$ cat config.mk
export PLATFORM = sky130hd
export DESIGN_NAME = ysyx_040750_muldiv_ctrl
export DESIGN_NICKNAME = d
export VERILOG_FILES = /design/src/rtl/ysyx_040750_muldiv_ctrl.sv
export SDC_FILE = /design/constraint.sdc
export NUM_CORES = 2
export LEC_CHECK = 0
export ABC_CLOCK_PERIOD_IN_PS = 6690
export BUFFER_PORTS_ARGS = -buffer_cell sky130_fd_sc_hd__buf_2
export CORE_ASPECT_RATIO = 1.4
export CORE_MARGIN = 4
export CORE_UTILIZATION = 45
export DETAILED_ROUTE_END_ITERATION = 12
export HOLD_SLACK_MARGIN = 0.03
export PLACE_DENSITY = 0.72
export SYNTH_ARGS = -nofsm -noshare
export SYNTH_HDL_FRONTEND = slang
export SYNTH_SLANG_ARGS = --single-unit
$ cat constraint.sdc
create_clock -name I_sys_clk -period 6.69 [get_ports I_sys_clk]
set_input_delay 1.0035 -clock I_sys_clk [delete_from_list [all_inputs] [get_ports I_sys_clk]]
set_output_delay 1.0035 -clock I_sys_clk [all_outputs]
set_load 0.02 [all_outputs]
$ cat src/rtl/ysyx_040750_muldiv_ctrl.sv
`default_nettype none
// ============================================================================
// Module   : ysyx_040750_muldiv_ctrl
// Brief    : EX-stage iterative multiply/divide sequencer (shift-add multiplier,
//            restoring divider) with valid/allowout result handshake.
//            Optional macro YSYX_040750_MULDIV_EARLY_OUT_EN: MUL stops as soon
//            as the remaining multiplier bits are zero.
// Revision : 1.0 - initial release
// ============================================================================
module ysyx_040750_muldiv_ctrl #(
    parameter int XLEN = 64
) (
    input  logic            I_sys_clk,
    input  logic            I_rst_n,
    input  logic            I_start,
    input  logic [4:0]      I_op_sel,
    input  logic            I_word_op,
    input  logic [XLEN-1:0] I_src1,
    input  logic [XLEN-1:0] I_src2,
    input  logic            I_flush,
    input  logic            I_allowout,
    output logic            O_ready,
    output logic            O_busy,
    output logic            O_valid,
    output logic [XLEN-1:0] O_result
);

    localparam int HALF = XLEN / 2;
    localparam int CW   = $clog2(XLEN);

    localparam logic [1:0] c_idle = 2'd0;
    localparam logic [1:0] c_calc = 2'd1;
    localparam logic [1:0] c_done = 2'd2;

    function automatic logic [XLEN-1:0] f_sext_word(input logic [XLEN-1:0] v);
        return {{HALF{v[HALF-1]}}, v[HALF-1:0]};
    endfunction

    logic [1:0]      r_state;
    logic [1:0]      w_state_nxt;

    logic            r_is_mul;
    logic            r_is_rem;
    logic            r_word;
    logic            r_quo_neg;
    logic            r_rem_neg;
    logic [CW-1:0]   r_cnt;
    logic [XLEN-1:0] r_acc;
    logic [XLEN-1:0] r_x;
    logic [XLEN-1:0] r_y;
    logic [XLEN-1:0] r_result;

    // ---------------- operand preparation ----------------
    logic            w_is_mul;
    logic            w_is_signed;
    logic            w_is_rem;
    logic            w_zext;
    logic [XLEN-1:0] w_a;
    logic [XLEN-1:0] w_b;
    logic            w_neg_a;
    logic            w_neg_b;
    logic [XLEN-1:0] w_mag_a;
    logic [XLEN-1:0] w_mag_b;
    logic [XLEN-1:0] w_mplier;
    logic [XLEN-1:0] w_dividend_init;
    logic [XLEN-1:0] w_min_neg;
    logic            w_div_zero;
    logic            w_ovf;
    logic            w_mul_zero;
    logic            w_special;
    logic [XLEN-1:0] w_special_raw;
    logic [XLEN-1:0] w_special_res;
    logic            w_accept;

    assign w_is_mul    = I_op_sel[0];
    assign w_is_signed = I_op_sel[1] | I_op_sel[3];
    assign w_is_rem    = I_op_sel[3] | I_op_sel[4];
    assign w_zext      = I_op_sel[2] | I_op_sel[4];

    assign w_a = I_word_op ? (w_zext ? {{HALF{1'b0}}, I_src1[HALF-1:0]} : f_sext_word(I_src1)) : I_src1;
    assign w_b = I_word_op ? (w_zext ? {{HALF{1'b0}}, I_src2[HALF-1:0]} : f_sext_word(I_src2)) : I_src2;

    assign w_neg_a = w_is_signed & w_a[XLEN-1];
    assign w_neg_b = w_is_signed & w_b[XLEN-1];
    assign w_mag_a = w_neg_a ? -w_a : w_a;
    assign w_mag_b = w_neg_b ? -w_b : w_b;

    // Zero-extended word multiplier lets the early-out test see only live bits.
    assign w_mplier = I_word_op ? {{HALF{1'b0}}, I_src2[HALF-1:0]} : I_src2;

    // Word dividends are pre-shifted so N iterations consume exactly their bits.
    assign w_dividend_init = I_word_op ? {w_mag_a[HALF-1:0], {HALF{1'b0}}} : w_mag_a;

    assign w_min_neg  = I_word_op ? {{(HALF+1){1'b1}}, {(HALF-1){1'b0}}}
                                  : {1'b1, {(XLEN-1){1'b0}}};
    assign w_div_zero = ~w_is_mul & (w_b == '0);
    assign w_ovf      = w_is_signed & (w_a == w_min_neg) & (w_b == '1);

`ifdef YSYX_040750_MULDIV_EARLY_OUT_EN
    assign w_mul_zero = w_is_mul & (w_mplier == '0);
`else
    assign w_mul_zero = 1'b0;
`endif

    assign w_special = w_div_zero | w_ovf | w_mul_zero;

    always_comb begin
        w_special_raw = '0;
        if (w_div_zero) begin
            w_special_raw = w_is_rem ? w_a : '1;
        end else if (w_ovf) begin
            w_special_raw = w_is_rem ? '0 : w_a;
        end
    end

    assign w_special_res = I_word_op ? f_sext_word(w_special_raw) : w_special_raw;
    assign w_accept      = (r_state == c_idle) & I_start & ~I_flush;

    // ---------------- iteration datapath ----------------
    logic [XLEN-1:0] w_mul_acc;
    logic [XLEN-1:0] w_mul_x;
    logic [XLEN-1:0] w_mul_y;
    logic [XLEN:0]   w_rem_sh;
    logic            w_ge;
    logic [XLEN-1:0] w_div_acc;
    logic [XLEN-1:0] w_div_y;
    logic [XLEN-1:0] w_div_res;
    logic [XLEN-1:0] w_calc_raw;
    logic [XLEN-1:0] w_calc_res;
    logic            w_cnt_last;
    logic            w_last;

    assign w_mul_acc = r_y[0] ? (r_acc + r_x) : r_acc;
    assign w_mul_x   = r_x << 1;
    assign w_mul_y   = r_y >> 1;

    // Remainder after restore is always below the divisor, so the low XLEN
    // bits of the difference are exact.
    assign w_rem_sh  = {r_acc, r_y[XLEN-1]};
    assign w_ge      = (w_rem_sh >= {1'b0, r_x});
    assign w_div_acc = w_ge ? (w_rem_sh[XLEN-1:0] - r_x) : w_rem_sh[XLEN-1:0];
    assign w_div_y   = {r_y[XLEN-2:0], w_ge};

    assign w_div_res = r_is_rem ? (r_rem_neg ? -w_div_acc : w_div_acc)
                                : (r_quo_neg ? -w_div_y   : w_div_y);
    assign w_calc_raw = r_is_mul ? w_mul_acc : w_div_res;
    assign w_calc_res = r_word ? f_sext_word(w_calc_raw) : w_calc_raw;

    assign w_cnt_last = (r_cnt == (r_word ? CW'(HALF-1) : CW'(XLEN-1)));

`ifdef YSYX_040750_MULDIV_EARLY_OUT_EN
    assign w_last = w_cnt_last | (r_is_mul & (w_mul_y == '0));
`else
    assign w_last = w_cnt_last;
`endif

    always_ff @(posedge I_sys_clk or negedge I_rst_n) begin
        if (!I_rst_n) begin
            r_is_mul  <= 1'b0;
            r_is_rem  <= 1'b0;
            r_word    <= 1'b0;
            r_quo_neg <= 1'b0;
            r_rem_neg <= 1'b0;
            r_cnt     <= '0;
            r_acc     <= '0;
            r_x       <= '0;
            r_y       <= '0;
            r_result  <= '0;
        end else if (w_accept) begin
            r_is_mul  <= w_is_mul;
            r_is_rem  <= w_is_rem;
            r_word    <= I_word_op;
            r_quo_neg <= w_neg_a ^ w_neg_b;
            r_rem_neg <= w_neg_a;
            r_cnt     <= '0;
            r_acc     <= '0;
            r_x       <= w_is_mul ? w_a : w_mag_b;
            r_y       <= w_is_mul ? w_mplier : w_dividend_init;
            if (w_special) begin
                r_result <= w_special_res;
            end
        end else if ((r_state == c_calc) && !I_flush) begin
            r_acc <= r_is_mul ? w_mul_acc : w_div_acc;
            r_x   <= r_is_mul ? w_mul_x : r_x;
            r_y   <= r_is_mul ? w_mul_y : w_div_y;
            r_cnt <= r_cnt + 1'b1;
            if (w_last) begin
                r_result <= w_calc_res;
            end
        end
    end

    // ---------------- control FSM ----------------
    always_ff @(posedge I_sys_clk or negedge I_rst_n) begin
        if (!I_rst_n) begin
            r_state <= c_idle;
        end else begin
            r_state <= w_state_nxt;
        end
    end

    always_comb begin
        w_state_nxt = r_state;
        case (r_state)
            c_idle: begin
                if (w_accept) begin
                    w_state_nxt = w_special ? c_done : c_calc;
                end
            end
            c_calc: begin
                if (I_flush) begin
                    w_state_nxt = c_idle;
                end else if (w_last) begin
                    w_state_nxt = c_done;
                end
            end
            c_done: begin
                if (I_flush || I_allowout) begin
                    w_state_nxt = c_idle;
                end
            end
            default: w_state_nxt = c_idle;
        endcase
    end

    always_comb begin
        O_ready  = (r_state == c_idle);
        O_busy   = (r_state == c_calc);
        O_valid  = (r_state == c_done);
        O_result = r_result;
    end

endmodule
`default_nettype wire

==> results.md <==
* Sw power at roughly 10 mW
* Synth area leader: dfrtp_1
* Die H at around 330 µm
* Max Clk Rate at 157.3 MHz
* Post-synthesis sequential area ratio at 20.50%
* Routed wire length at roughly 150000 µm
* Dpl hpwl at 118200 µm
* DR iter-0 viols at ~5300
* FF-to-FF End: O_result[60]
* Synthesis warning total at 0
* R2R cell count at 23
* Least-Margin Pin Slew at approximately 1.2 ns
* Post-synth top cells: 526 x a21oi_1, 485 x nor2_1, 462 x o21ai_0, 428 x nand2_1, 269 x dfrtp_1
* Startpoint Class: register
* CTS buffer count at 30
* Netlist Area Pre-Place at 32840 µm²
* IO Port Bufs at 205
* Sink Count at 269
* Drt pass-1 iters at 9
* Setup TNS at 0 ns
* Vias in the first global route at between 30000 and 40000
* Max VDD drop at 0.2866 mV
* DP Worst Slack at 0.1731 ns
* CTS Hold Bufs at 0
* Gpl congestion at 1.048
* TritonCTS clock tree: done
* Most instantiated library cell after synthesis: a21oi_1
* Sequential share of power at 16.3%
* Worst endpoint required time at 7.17 ns
* Clock tree buffer depth at 3
* Tot Pwr at 17.79 mW
* Dpl cells at roughly 5500
* Fin. Hold Viols at 0
* Reg2reg start: r_x[60]
* Final Max Tran Viols at 0
* Synth Instances at 4615
* Total gr overflow at 0
* Pwr Density at between 400 and 500 nW/µm²
* RSZ-0062 raised after global routing: no
* Final setup vio count at 0
* Tcrit/Tclk final at a little over nine tenths
* Largest net degree at the start of global routing at between 150 and 200
* Crit Path Class: register to register
* Die width at 236.3 µm
* Worst skew pair latency at approximately 0.6 ns
* Min-delay worst type: primary input to asynchronous set/reset pin
* Max-capacitance violation count at 0
* Via count at 38160
* Final cell count without fillers at ~5600
* Sw Share at 56.42%
* DR vias/cell at 6.830
* Cell Rows at roughly 120
* Fill count at 7429
* Layout cells sized above 1 at 10.51%
* Largest cells by area after synthesis: dfrtp_1 20%, a21oi_1 8.0%, o21ai_0 7.0%
* Post-synth ARST share at 100.0%
* Layout Nets at 4893
* Initial antenna violation count at 1
* R2R Setup Slk at 0.33 ns
* P_leak at 14.51 nW
* Post-DRT Antenna Nets at 0
* H-tree depth at 1
* Die area at 77420 µm²
* Core region area at a little over 70000 µm²
* Top-area cell type share of the netlist area at about a fifth
* Critical path fanouts, max at 7
* Clock Skew at 0.02210 ns
* Crit. End Element: register
* Area delta synth->final at 8.497%
* CP Launch Point: r_x[60]
* All-Layer GR Usage at between 30% and 40%
* Cell variety after synth at around 120
* Ys flop type: dfrtp_1
* Wire per inst at 27.39 µm
* Area of the multi-input gates at 24260 µm²
* First-pass GRT wire length at 225200 µm
* Initial Utilization at 45.61%
* Placed inst area at 34570 µm²
* Sequential cell area at 6739 µm²
* P_int at just under 8 mW
* Final Cell Area at 35630 µm²
* Part of the power in the clock network at between 10% and 20%
* Combinational Power Share at 73.3%
* Tmin final at 6.357 ns
* Mapped Avg Cell Area at 7.115 µm²
* Setup ws final at 0.3329 ns
* Clk Tree Root Cell: clkbuf_16
* Clock slew at reported path FFs at roughly 0.07 ns
* DRC viols at 0
* Post-Syn Nets at 4889
* Worst slew margin at between 20% and 30%
* Seq cells post-synth at 269
* Status: finished clean
* Post-synth EDFFs at 0
* CP arrival at 6.84 ns
* IO Pins at 206
* CP Capture Point: O_result[60]
==> state kept, by name, summed over array words and instances (netlist names), 2 cells and up <==
| signal | count |
|---|---|
| r_cnt | 6 |
| O_result | 64 |
| r_acc | 64 |
| r_state | 2 |
| r_y | 64 |
| r_x | 64 |
==> worst min-delay path by stage <==
stage	start	endpoint	slack [ns]
5_1_grt	I_rst_n	r_y[7]	0.35
3_5_place_dp	O_result[5]	O_result[5]	0.47
6_report	I_rst_n	r_y[5]	0.32
3_3_place_gp	O_result[5]	O_result[5]	0.46
2_1_floorplan	r_cnt[0]	r_cnt[0]	0.49
4_1_cts	I_rst_n	r_y[4]	0.32
==> what timing repair did <==
item | 4_1_cts | 5_1_grt
endpoints found under the setup margin | 0 | 1
resized for setup | 0 | 3
buffers inserted | 0 | 1
==> through the flow <==
step / util, % / hold slack, ns
after floorplan: - / 0.4895
after global placement: 48.02 / 0.4640
after detailed placement: 48.02 / 0.4713
after CTS: 49.45 / 0.3181
after global routing: 49.49 / 0.3451
final: 49.49 / 0.3159
==> metal layers <==
metal | vias up | track usage, % | routed length, µm
li1 | 17100 | - | -
met1 | 17980 | 47.92 | 57880
met2 | 2554 | 56.43 | 64950
met3 | 524 | 8.473 | 17740
met4 | 2 | 23.91 | 12460
met5 | - | 0 | 13
==> power groups by stage <==
| stage | logic, mW | clock network, mW | registers, mW |
|---|---|---|---|
| after floorplan | 9.03 | 0 | 2.59 |
| final | 13.0 | 1.83 | 2.91 |
| after detailed placement | 12.4 | 0 | 2.88 |
| after global placement | 12.5 | 0 | 2.84 |
| after CTS | 12.5 | 1.83 | 2.85 |
| after global routing | 14.0 | 1.88 | 2.96 |
==> cell type report <==
| type | count | area share [%] |
|---|---|---|
| multi-input cells | 3878 | 68.10 |
| flip-flops and latches | 269 | 18.91 |
| repair buffers | 317 | 5.468 |
| well taps | 944 | 3.315 |
| clock buffers | 40 | 2.328 |
| inverters | 123 | 1.303 |
| clock inverters | 15 | 0.5654 |
| diodes | 1 | 0.007024 |
==> worst max-delay path, stage by stage, from the launching register on <==
cell,delay [ns]
dfrtp_1,0.38
inv_1,0.07
ha_1,0.60
nand4_1,0.28
nor4_4,0.40
buf_4,0.18
nand4_1,0.09
o21a_1,0.20
o21a_1,0.14
o211ai_4,0.20
inv_4,0.07
mux2i_1,0.24
ha_1,0.30
nand2_1,0.08
nor3_1,0.21
and2b_2,0.21
nand4_1,0.12
a22o_1,0.32
or3b_2,0.57
or4_1,0.49
nand3b_1,0.20
mux2i_1,0.14
or3_1,0.36
o32a_1,0.35
==> cells in the final DEF (no fill, tap or decap), drive strengths merged, types with 115 or more instances in the layout <==
cell	count
a21oi	531
nor2	488
o21ai	485
nand2	429
buf	317
dfrtp	269
xor2	159
xnor2	142
ha	133
inv	124
mux2i	115
==> logic make-up after synthesis <==
family          synth area share, %
buf+inv                       5.910
xor+xnor                      8.028
compound gates                34.62
mux                           3.780
fa+ha+maj                     5.190
simple gates                  21.98
flops                         20.50
No activity file was read; power rests on OpenSTA's default activity.
